File: src/rtl/ucode_pkg.sv
// Shared definitions for the multiply microcode sequencer:
// opcodes, instruction formats, request types and sequencer states.
package ucode_pkg;

   localparam logic [6:0] OP_SUB  = 7'b0110010;
   localparam logic [6:0] OP_SUBS = 7'b0111010;
   localparam logic [6:0] OP_ADD  = 7'b0110001;
   localparam logic [6:0] OP_ADDS = 7'b0111001;
   localparam logic [6:0] OP_SUBI = 7'b0010010;
   localparam logic [6:0] OP_NOT  = 7'b0110110;

   localparam logic [31:0] NOP_W = {5'b11001, 27'b0};

   typedef enum logic [1:0] {
      MT_MULI  = 2'd0,
      MT_MULR  = 2'd1,
      MT_MULSI = 2'd2,
      MT_MULSR = 2'd3
   } mul_type_e;

   typedef enum logic [3:0] {
      ST_IDLE,
      ST_CLR_T,
      ST_CPY_T,
      ST_CLR_D,
      ST_ACC,
      ST_DBL,
      ST_FIX1,
      ST_FIX2,
      ST_DONE
   } state_e;

   function automatic logic [31:0] r_fmt(
      input logic [6:0] op,
      input logic [3:0] rd,
      input logic [3:0] rs1,
      input logic [3:0] rs2
   );
      return {op, rd, rs1, rs2, 13'b0};
   endfunction

   function automatic logic [31:0] subi_fmt(
      input logic [3:0] rd,
      input logic [3:0] rs1
   );
      return {OP_SUBI, rd, rs1, 1'b0, 16'd1};
   endfunction

   function automatic logic [31:0] not_fmt(
      input logic [3:0] rd,
      input logic [3:0] rs1
   );
      return {OP_NOT, rd, rs1, 17'b0};
   endfunction

endpackage

File: src/rtl/ucode_mag.sv
// Multiplier operand conditioning: sign-extend the immediate form
// and split into sign and unsigned magnitude (2^(MUL_W-1) is representable).
module ucode_mag #(
   parameter int MUL_W = 32,
   parameter int IMM_W = 16
) (
   input  logic             is_imm_i,
   input  logic [IMM_W-1:0] imm_i,
   input  logic [MUL_W-1:0] reg_i,
   output logic             neg_o,
   output logic [MUL_W-1:0] mag_o
);

   logic [MUL_W-1:0] m;

   assign m     = is_imm_i ? MUL_W'(signed'(imm_i)) : reg_i;
   assign neg_o = m[MUL_W-1];
   assign mag_o = neg_o ? (~m + MUL_W'(1)) : m;

endmodule

File: src/rtl/ucode_mul_seq.sv
// Expands MUL* requests into ALU instructions injected ahead of fetch,
// multiplying by repeated add (ALGO=0) or shift-and-add (ALGO=1).
module ucode_mul_seq
   import ucode_pkg::*;
#(
   parameter int         MUL_W       = 32,
   parameter int         IMM_W       = 16,
   parameter int         ALGO        = 0,
   parameter logic [3:0] SCRATCH_REG = 4'd15
) (
   input  logic             clk,
   input  logic             rst,
   input  logic             start,
   input  logic [1:0]       mul_type,
   input  logic [3:0]       dest_reg,
   input  logic [3:0]       source_reg,
   input  logic [IMM_W-1:0] immediate,
   input  logic [MUL_W-1:0] reg_operand,
   input  logic [3:0]       flags_in,
   input  logic             abort,
   output logic [31:0]      instr_out,
   output logic             instr_valid,
   input  logic             instr_ready,
   output logic             mux_ctrl,
   output logic             busy,
   output logic             done,
   output logic             err,
   output logic [3:0]       flags_out,
   output logic             flags_restore
);

   state_e           state_q;
   logic [3:0]       rd_q;
   logic [3:0]       rs_q;
   logic [3:0]       flags_q;
   logic             s_q;
   logic             neg_q;
   logic             err_q;
   logic [MUL_W-1:0] cnt_q;

   logic             is_imm;
   logic             is_s;
   logic             bad;
   logic             adv;
   logic             m_neg;
   logic [MUL_W-1:0] m_mag;
   logic [MUL_W-1:0] cnt_dn_d;
   logic [MUL_W-1:0] cnt_sh_d;
   state_e           fin_st;

   assign is_imm = (mul_type == MT_MULI) || (mul_type == MT_MULSI);
   assign is_s   = (mul_type == MT_MULSI) || (mul_type == MT_MULSR);
   assign bad    = (dest_reg == SCRATCH_REG) ||
                   (source_reg == SCRATCH_REG);
   assign adv    = instr_valid && instr_ready;

   assign cnt_dn_d = cnt_q - MUL_W'(1);
   assign cnt_sh_d = cnt_q >> 1;
   assign fin_st   = neg_q ? ST_FIX1 : ST_DONE;

   ucode_mag #(
      .MUL_W (MUL_W),
      .IMM_W (IMM_W)
   ) u_mag (
      .is_imm_i (is_imm),
      .imm_i    (immediate),
      .reg_i    (reg_operand),
      .neg_o    (m_neg),
      .mag_o    (m_mag)
   );

   // cnt_q holds the remaining ACC count (ALGO=0) or the unconsumed
   // multiplier bits (ALGO=1); its LSB is the current bit.
   always_ff @(posedge clk or negedge rst) begin
      if (!rst) begin
         state_q <= ST_IDLE;
         rd_q    <= '0;
         rs_q    <= '0;
         flags_q <= '0;
         s_q     <= 1'b0;
         neg_q   <= 1'b0;
         err_q   <= 1'b0;
         cnt_q   <= '0;
      end else begin
         err_q <= 1'b0;
         if (abort) begin
            state_q <= ST_IDLE;
         end else begin
            unique case (state_q)
               ST_IDLE: begin
                  if (start) begin
                     rd_q    <= dest_reg;
                     rs_q    <= source_reg;
                     flags_q <= flags_in;
                     s_q     <= is_s;
                     neg_q   <= m_neg;
                     cnt_q   <= m_mag;
                     if (bad)
                        err_q <= 1'b1;
                     else if (m_mag == '0)
                        state_q <= ST_CLR_D;
                     else
                        state_q <= ST_CLR_T;
                  end
               end
               ST_CLR_T: if (adv) state_q <= ST_CPY_T;
               ST_CPY_T: if (adv) state_q <= ST_CLR_D;
               ST_CLR_D: begin
                  if (adv) begin
                     if (cnt_q == '0) begin
                        state_q <= ST_DONE;
                     end else if (ALGO == 0 || cnt_q[0]) begin
                        state_q <= ST_ACC;
                     end else begin
                        cnt_q   <= cnt_sh_d;
                        state_q <= ST_DBL;
                     end
                  end
               end
               ST_ACC: begin
                  if (adv) begin
                     if (ALGO == 0) begin
                        cnt_q <= cnt_dn_d;
                        if (cnt_q == MUL_W'(1))
                           state_q <= fin_st;
                     end else begin
                        cnt_q <= cnt_sh_d;
                        if (cnt_sh_d == '0)
                           state_q <= fin_st;
                        else
                           state_q <= ST_DBL;
                     end
                  end
               end
               ST_DBL: begin
                  if (adv) begin
                     if (cnt_q[0])
                        state_q <= ST_ACC;
                     else
                        cnt_q <= cnt_sh_d;
                  end
               end
               ST_FIX1: if (adv) state_q <= ST_FIX2;
               ST_FIX2: if (adv) state_q <= ST_DONE;
               ST_DONE: state_q <= ST_IDLE;
               default: state_q <= ST_IDLE;
            endcase
         end
      end
   end

   always_comb begin
      instr_out   = NOP_W;
      instr_valid = 1'b1;
      case (state_q)
         ST_CLR_T: instr_out = r_fmt(OP_SUB, SCRATCH_REG,
                                     SCRATCH_REG, SCRATCH_REG);
         ST_CPY_T: instr_out = r_fmt(OP_ADD, SCRATCH_REG,
                                     SCRATCH_REG, rs_q);
         ST_CLR_D: instr_out = r_fmt(s_q ? OP_SUBS : OP_SUB,
                                     rd_q, rd_q, rd_q);
         ST_ACC:   instr_out = r_fmt(s_q ? OP_ADDS : OP_ADD,
                                     rd_q, rd_q, SCRATCH_REG);
         ST_DBL:   instr_out = r_fmt(OP_ADD, SCRATCH_REG,
                                     SCRATCH_REG, SCRATCH_REG);
         ST_FIX1:  instr_out = subi_fmt(rd_q, rd_q);
         ST_FIX2:  instr_out = not_fmt(rd_q, rd_q);
         default:  instr_valid = 1'b0;
      endcase
   end

   assign busy          = (state_q != ST_IDLE);
   assign mux_ctrl      = busy;
   assign done          = (state_q == ST_DONE);
   assign err           = err_q;
   assign flags_out     = flags_q;
   assign flags_restore = done && !s_q;

endmodule
File: config.mk
export PLATFORM = sky130hd
export DESIGN_NAME = ucode_mul_seq
export DESIGN_NICKNAME = d
export VERILOG_FILES = /design/src/rtl/ucode_pkg.sv /design/src/rtl/ucode_mag.sv /design/src/rtl/ucode_mul_seq.sv
export SDC_FILE = /design/constraint.sdc
export NUM_CORES = 1
export LEC_CHECK = 0
export CORE_UTILIZATION = 25
export CTS_CLUSTER_SIZE = 12
export DETAILED_ROUTE_END_ITERATION = 16
export GPL_ROUTABILITY_DRIVEN = 0
export SYNTH_ARGS = -nofsm -noshare
export SYNTH_HDL_FRONTEND = slang
export SYNTH_SLANG_ARGS = --single-unit
File: constraint.sdc
create_clock -name clk -period 3.7 [get_ports clk]
set_input_delay 0.37 -clock clk [delete_from_list [all_inputs] [get_ports clk]]
set_output_delay 0.37 -clock clk [all_outputs]
set_load 0.02 [all_outputs]
### Yosys cells after proc, flatten, opt, wreduce, memory -nomap -nowiden

Cells that the tools add are included.

| operators by class | value |
|---|---|
| equal/unequal tests | 28 |
| reduce and logical (&&, ||, !) cells | 17 |
| bitwise operators | 2 |
| add/sub/neg operators | 2 |
| multiplexer cells | 31 |

Operators by type and width:

| operator | count |
|---|---|
| $pmux 32 s7 | 1 |
| $mux 32 | 6 |
| $pmux 32 s3 | 1 |
| $logic_not 32->1 | 2 |
| $mux 4 | 16 |
| $ne 3x3->1 const B | 11 |
| $add 32x1->32 const B | 1 |
| $eq 32x1->1 const B | 1 |
| $not 32->32 | 1 |
| $pmux 4 s8 | 1 |
| $sub 32x1->32 const B | 1 |
| $eq 4x3->1 const B | 4 |
| $eq 4x4->1 const B | 3 |
| $reduce_and 11->1 | 1 |
| $eq 4x2->1 const B | 2 |
| $ne 2x2->1 const B | 4 |
| $reduce_or 7->1 | 1 |
| $reduce_and 6->1 | 1 |
| $mux 1 | 5 |
| $reduce_and 5->1 | 1 |
| $eq 2x2->1 const B | 2 |
| $eq 4x1->1 const B | 1 |
| $logic_not 4->1 | 1 |
| $reduce_bool 4->1 | 1 |
| 8 further kinds | 11 |

| word-level totals | value |
|---|---|
| bits in registers | 51 |
| bits of input ports | 67 |
| output and inout port bits | 42 |

### Depth between registers and ports, before layout

Gate-level depths: netlist of run 1.

| depth | value |
|---|---|
| depth in word-level cells | 12 |
| depth in mapped cells | 14 |

### Cells and area by module

A second synthesis of run 1 with hierarchy kept.

| second synthesis, totals | value |
|---|---|
| cell total of the unflattened synthesis | 650 |
| area total of the unflattened synthesis | 5,156.2 um^2 |

By module, submodules not included:

| module | area an instance (um^2) | cells each | times used |
|---|---|---|---|
| ucode_mul_seq | 3,714.8 | 430 | 1 |
| ucode_mag | 1,441.4 | 220 | 1 |

### Worst setup path after synthesis of run 1

OpenSTA, ideal clock, no wires.

| timing path | value |
|---|---|
| path type | in2reg |
| start point | in mul_type[0] |
| end point | reg state_q[1] |
| library setup time | 76 ps |
| slack | 472 ps |
| data arrival time | 3,151 ps |
| required time | 3,624 ps |
| cell stages on the path | 14 |
| path through | buf_6 -> buf_6 -> buf_6 -> buf_2 -> mux2i_1 -> ha_1 -> nor4bb_1 -> nor2_1 -> o41ai_1 -> xor2_1 -> o2111ai_1 -> o31ai_1 -> nand4_1 -> o21ai_1 |

| between the ends | value |
|---|---|
| word-level cells in the longest chain between the ends | 12 |
| elaborated cells on any way between the ends | 13 |
| those cells by class | add/sub: 1; eq/ne: 1; mux: 7; bitwise: 1; reduce/logical: 3 |

Ends and longest elaborated chain:

| what | RTL line | RTL |
|---|---|---|
| from (decl) | ucode_mul_seq.sv:14 | `input logic [1:0] mul_type,` |
| $eq 2x2->1 or $logic_not 2->1 (tied branches) | ucode_mul_seq.sv:51 | `assign is_imm = (mul_type == MT_MULI) \|\| (mul_type == MT_MULSI);` |
| $logic_or 1x1->1 (*) | ucode_mul_seq.sv:51 |  |
| $mux 32 (*) | ucode_mag.sv:16 | `assign m = is_imm_i ? MUL_W'(signed'(imm_i)) : reg_i;` |
| $not 32->32 | ucode_mag.sv:18 | `assign mag_o = neg_o ? (~m + MUL_W'(1)) : m;` |
| $add 32x1->32 | ucode_mag.sv:18 |  |
| $mux 32 (*) | ucode_mag.sv:18 |  |
| $logic_not 32->1 (*) | ucode_mul_seq.sv:100 | `else if (m_mag == '0)` |
| $mux 2 (*) | ucode_mul_seq.sv:100 |  |
| $mux 4 (*) | ucode_mul_seq.sv:98 | `if (bad)` |
| $mux 4 (*) | ucode_mul_seq.sv:91 | `if (start) begin` |
| $pmux 4 s8 (*) | ucode_mul_seq.sv:89 | `unique case (state_q)` |
| $mux 4 (*) | ucode_mul_seq.sv:86 | `if (abort) begin` |
| to (signal assigned) | ucode_mul_seq.sv:125 | `state_q <= fin_st;` |
| to (signal assigned) | ucode_mul_seq.sv:129 | `state_q <= fin_st;` |
| to (decl) | ucode_mul_seq.sv:32 | `state_e state_q;` |

Every way passes the cells marked *; elsewhere a longest branch is shown, timed or not. The select of a mux whose other input is x is not followed.
A chain may end at the register's enable or synchronous reset.

### Worst setup path after layout of run 1

| timing path | value |
|---|---|
| start point | in reg_operand[0] |
| end point | reg state_q[1] |

| between the ends | value |
|---|---|
| word-level cells in the longest chain between the ends | 10 |

Ends and longest elaborated chain:

| what | RTL line | RTL |
|---|---|---|
| from (decl) | ucode_mul_seq.sv:18 | `input logic [MUL_W-1:0] reg_operand,` |
| $mux 32 (*) | ucode_mag.sv:16 |  |
| $not 32->32 | ucode_mag.sv:18 |  |
| $add 32x1->32 | ucode_mag.sv:18 |  |
| $mux 32 (*) | ucode_mag.sv:18 |  |
| $logic_not 32->1 (*) | ucode_mul_seq.sv:100 |  |
| $mux 2 (*) | ucode_mul_seq.sv:100 |  |
| $mux 4 (*) | ucode_mul_seq.sv:98 |  |
| $mux 4 (*) | ucode_mul_seq.sv:91 |  |
| $pmux 4 s8 (*) | ucode_mul_seq.sv:89 |  |
| $mux 4 (*) | ucode_mul_seq.sv:86 |  |

Marks and branches as above.

==> results.yml, run 1 <==
sta:
  skew_ps: 6.93
  finalCriticalPeriod_ps: 3040
  finalSetupTns_ps: 0
  maxSlewViolCount: 0
  timing.hold.ws_ps: 103
  finalCritPeriodShare: 0.821
  slew_headroom: 0.423
  tightest_slew_ps: 862
  rsz0062_at_grt: "false"
  setup_viol: 0
  hold_viol: 0
  fmax_mhz: 329
flow_run:
  drv_cap: 0
power:
  p_comb_frac: 0.549
  power_switching_uw: 1620
  p_seq_frac: 0.313
  switching_share: 0.451
  intPower_uw: 1970
  clockPowerShare: 0.138
  p_leak_uw: 0.00230
  vdd_drop_max_uv: 215
  p_per_area_mw_per_mm2: 571
clock_tree:
  cts_buffer_depth: 2
  path_clk_slew_ps: 70
  numCtsBuffers: 5
  hold_buffers: 0
  root_buffer: "clkbuf_16"
  cts_setup_buffers: 0
  insertion_delay_ps: 290
  cts_resized: 0
  clkSinkCount: 51
  cts_tree: "done"
  h-tree-depth: 2
synth:
  synth_edf_count: 0
  synth-seq-cells: 51
  netlist_area_mm2: 0.00494
  yosysUniqueCellTypes: 71
  syn_area_per_cell_um2: 7.69
  netlist_instances: 642
  synth_ff_type: "dfrtp_1"
  yosysWarnings: 0
  synth_top_area_share: 0.258
  async_flop_share: 1.00
  post-synth-top-area-cell: "dfrtp_1"
  yosysSeqAreaShare: 0.258
  synth_area_leaders: "dfrtp_1 26%, o21ai_0 8.0%, nor2_1 4.6%, a21oi_1 4.5%, mux2_2 3.9%"
setup_path:
  rr_worst_depth: 7
  timing.rr.end: "state_q[1]"
  crit_type: "in -> reg"
  rr_startpoint: "state_q[2]"
  rrSetupSlack_ps: 820
  cp-start-kind: "input pin"
  critPathCaptureType: "flop"
  cp.required_ps: 3930
  crit_arrival_ps: 3260
  critPathMaxFanout: 8
placed_design:
  hpwl_um: 12300
  dpl_cell_area_mm2: 0.00612
  port_buffers: 96
drt:
  drt-initial-drc-count: 310
  ant_nets: 0
  drc: 0
  wl_um: 15900
  drt-pass1-iter-count: 6
  vias: 5287
  wire_per_inst_um: 16.1
  routed_via_density: 5.36
floorplan:
  initial_core_util: 0.255
  core_area_mm2: 0.0194
  die_w_um: 143
  die_y_um: 143
  fp.dieArea_mm2: 0.0203
  pin_count: 109
  num_rows: 51
global_route:
  grt_pass1_wl_um: 25900
  grt_max_degree: 29
  antenna_found_initial: 0
  grt_pass1_vias: 4885
  grt_usage: 0.159
  grt_overflow: 0
layout:
  layout-drive-gt1-share: 0.0943
  fin_util: 0.324
  num_antenna_cells: 0
  final_area_mm2: 0.00628
  nNetsFinal: 790
  area_growth_syn_to_layout_pct: 27.1
outcome:
  outcome: "finished, final reports clean"
hold_path:
  hold_class: "in -> async"
## synth_stat cells, types with 4 or more instances
| cell type | n |
|---|---|
| a21boi_0 | 4 |
| a222oi_1 | 6 |
| a21oi_1 | 44 |
| o21ai_1 | 5 |
| a22o_1 | 9 |
| buf_2 | 5 |
| a22oi_1 | 8 |
| nor4_2 | 4 |
| o31ai_1 | 4 |
| o41ai_1 | 4 |
| dfrtp_1 | 51 |
| nor4_1 | 15 |
| mux2i_1 | 16 |
| nor3b_1 | 7 |
| nand2_1 | 44 |
| mux2_2 | 17 |
| nor2_1 | 60 |
| and3_1 | 4 |
| a221oi_1 | 5 |
| nand4_1 | 9 |
| xnor2_1 | 18 |
| a31oi_1 | 7 |
| nor3_1 | 27 |
| nand3b_1 | 5 |
| xor2_1 | 11 |
| or4_1 | 7 |
| and2_1 | 5 |
| buf_4 | 18 |
| nor2b_1 | 4 |
| nand2b_1 | 6 |
| or3_1 | 9 |
| nand3_1 | 9 |
| o22ai_1 | 8 |
| o21ai_0 | 79 |
| inv_1 | 18 |
| clkbuf_1 | 30 |
## cells by family after synthesis
group / Yosys count / synth area share
adders and majority gates: 3 / 0.00760
xor gates and xnor gates: 29 / 0.0514
and+or+nand+nor: 232 / 0.254
other: 1 / 0.000759
DFF: 51 / 0.258
muxes: 33 / 0.0712
buffers and inverters: 77 / 0.0780
AOI/OAI and AO/OA: 216 / 0.278
## cell type report
type	instances	area, um^2
clock buffer	8	156
fill	2107	13100
inverter	18	67.6
multi-input combinational	525	3320
sequential	51	1280
tap	265	332
timing repair buffer	119	1120
## power groups by stage
stage	Clock [uW]	Sequential, uW	Combinational [uW]
2_1_floorplan	0	1010	1330
3_3_place_gp	0	1120	1940
3_5_place_dp	0	1120	1960
4_1_cts	508	1110	1960
5_1_grt	532	1170	2170
6_report	496	1120	1970
## worst max-delay path, stage by stage
cell             delay [ps]
clkdlybuf4s50_1         440
mux2i_1                 220
ha_1                    210
nor4b_1                 400
nor2_1                  240
or3_1                   450
mux2_2                  240
a32oi_1                 110
a311oi_1                330
nand4_1                 130
o21ai_1                 120
## state kept, by name, summed over array words and instances (netlist names)
| register | count |
|---|---|
| rs_q | 4 |
| s_q | 1 |
| err | 1 |
| flags_out | 4 |
| neg_q | 1 |
| cnt_q | 32 |
| state_q | 4 |
| rd_q | 4 |
## placed cells by master, fill, tap and decap left out, types with 15 or more instances in the layout
cell type,instances
clkdlybuf4s50_1,94
o21ai_0,79
nor2_1,60
dfrtp_1,51
a21oi_1,44
nand2_1,44
nor3_1,26
buf_4,23
inv_1,18
xnor2_1,18
mux2_2,17
mux2i_1,16
nor4_1,15
## worst max-delay path by stage
stage | from | to | slack, ps
2_1_floorplan | mul_type[0] | state_q[1] | 470
3_3_place_gp | reg_operand[0] | state_q[1] | 450
3_5_place_dp | reg_operand[0] | state_q[1] | 380
4_1_cts | reg_operand[0] | state_q[1] | 680
5_1_grt | reg_operand[0] | state_q[1] | 360
6_report | reg_operand[0] | state_q[1] | 660
## per-layer routing
metal	vias to the layer above	wire, um	GRT usage
li1	2535	-	-
met1	2484	7570	0.232
met2	250	6790	0.242
met3	18	1300	0.0249
met4	0	193	0.0374
met5	-	0	0
## per-stage QoR
step / cells / total power, uW / setup WS (ps)
4_1_cts: 986 / 3580 / 678
6_report: 986 / 3580 / 661
3_3_place_gp: 978 / 3060 / 453
3_5_place_dp: 978 / 3080 / 384
5_1_grt: 986 / 3870 / 359
2_1_floorplan: 653 / 2340 / 472
(Power assumes the default switching activity.)
==> run 2, diff against run 1 <==
- clock period: 3.7 -> 3 ns (I/O delays scaled with it)
==> run 2 against run 1 <==
Final cell count up 6.1%. Non-clock buffer count up 60. Die area unchanged. Critical path depth unchanged. Flip-flop and latch count unchanged. Count of clock-buffer cells in the layout shrank 2. Register-to-register slack got worse by 510 ps. Final area grew 8.1%. Worst setup slack got worse by 420 ps.
==> results.yml, run 2 (synthesis results as in run 1) <==
clock_tree:
  path_clk_slew_ps: 70
  h-tree-depth: 2
  cts_tree: "done"
  insertion_delay_ps: 290
  clkSinkCount: 51
  cts_buffer_depth: 2
  hold_buffers: 0
  numCtsBuffers: 5
  root_buffer: "clkbuf_16"
sta:
  skew_ps: 9.33
  fmax_mhz: 363
  finalCritPeriodShare: 0.918
  slew_headroom: 0.523
  maxSlewViolCount: 0
  hold_viol: 0
  setup_viol: 0
  finalCriticalPeriod_ps: 2750
  tightest_slew_ps: 709
layout:
  layout_commonest_cell: "clkdlybuf4s50_1"
  fin_util: 0.350
  layout-drive-gt1-share: 0.174
  final_cell_mix: "94 x clkdlybuf4s50_1, 82 x buf_4, 79 x o21ai_0"
  largest_register: "cnt_q"
  nNetsFinal: 850
  nFillCells: 2122
  largest_register_ffs: 32
  num_antenna_cells: 0
  final_cells: 1046
  area_growth_syn_to_layout_pct: 37.4
setup_path:
  critPathCaptureType: "flop"
  cp-start-kind: "input pin"
  cp_cell_sequence: "clkdlybuf4s50_1 > mux2i_2 > ha_1 > nor4bb_4 > nor2_2 > o41ai_2 > xor2_1 > nand2_1 > o31ai_1 > nand4_1 > o21ai_1"
  slowest_delay_ps: 450
  critPathSlowestCell: "clkdlybuf4s50_1"
  crit_arrival_ps: 2980
  critPathMaxFanout: 8
  cp.required_ps: 3220
  crit_type: "in -> reg"
floorplan:
  core_area_mm2: 0.0194
  die_y_um: 143
  initial_core_util: 0.255
  fp.dieArea_mm2: 0.0203
  die_w_um: 143
  num_rows: 51
  pin_count: 109
global_route:
  grt_pass1_wl_um: 26200
  grt_pass1_vias: 5032
  antenna_found_initial: 0
  grt_overflow: 0
  grt_max_degree: 31
  grt_usage: 0.161
drt:
  vias: 5435
  routed_via_density: 5.20
  drc: 0
  ant_nets: 0
  drt-initial-drc-count: 351
  wire_per_inst_um: 15.5
  wl_um: 16200
  drt-pass1-iter-count: 5
placed_design:
  hpwl_um: 12800
  place_inst: 1035
  port_buffers: 96
flow_run:
  drv_cap: 0
power:
  p_per_area_mw_per_mm2: 663
  vdd_drop_max_uv: 229
  p_leak_uw: 0.00262
hold_path:
  hold_class: "in -> async"
outcome:
  outcome: "finished, final reports clean"
run 2: through the flow:
step | hold slack [ps] | instance area [um^2] | total power (uW) | setup TNS, ps | worst slack [ps]
CTS | 84.5 | 6750 | 4500 | 0 | 185
global route | 127 | 6790 | 4850 | -17.4 | -17.4
floorplan | 4.41 | 5020 | 2890 | 0 | 33.3
finish | 61.1 | 6790 | 4500 | 0 | 245
detailed placement | 402 | 6600 | 3890 | -123 | -53.7
global placement | 409 | 6600 | 3860 | -10.1 | -7.49
run 2: report_power, final:
part	total (uW)	switching, uW	internal, uW
Clock	598	264	334
Sequential	1370	371	997
Combinational	2530	1390	1140
run 2: critical path, delay by kind of cell:
| kind | cells | cell delay (ps) |
|---|---|---|
| compound gates | 3 | 810 |
| mux | 1 | 200 |
| simple gates | 4 | 730 |
| fa+ha+maj | 1 | 220 |
| buf+inv | 1 | 450 |
| xor+xnor | 1 | 280 |
run 2: area by class of cell:
class,instances,area (um^2),area share
clock inverters,2,13.8,0.00203
clock buffers,6,139,0.0205
multi-input cells,525,3370,0.497
well taps,265,332,0.0489
flip-flops and latches,51,1280,0.188
repair buffers,179,1590,0.234
inverters,18,67.6,0.00996
run 2: final timing paths:
| kind | start | to | slack, ps | depth (start not counted) |
|---|---|---|---|---|
| min in group clk | flags_out[2] | flags_out[2] | 510 | 1 |
| setup / recovery | reg_operand[0] | state_q[1] | 250 | 11 |
| setup reg to reg | cnt_q[27] | state_q[1] | 310 | 8 |
| max in group asynchronous | rst | cnt_q[19] | 2150 | 2 |
| hold / removal | rst | cnt_q[25] | 60 | 1 |
| hold reg to reg | flags_out[2] | flags_out[2] | 510 | 1 |
run 2: layer usage:
metal  vias to the layer above  wire length (um)  track usage
li1                       2663                 -            -
met4                         0               140       0.0385
met5                         -                 0            0
met3                        12              1290       0.0266
met2                       235              7130        0.250
met1                      2525              7630        0.229
run 2: what timing repair did:
action                     CTS  global route
resized for setup            0             2
buffers inserted             0             3
setup endpoints to repair    0             3
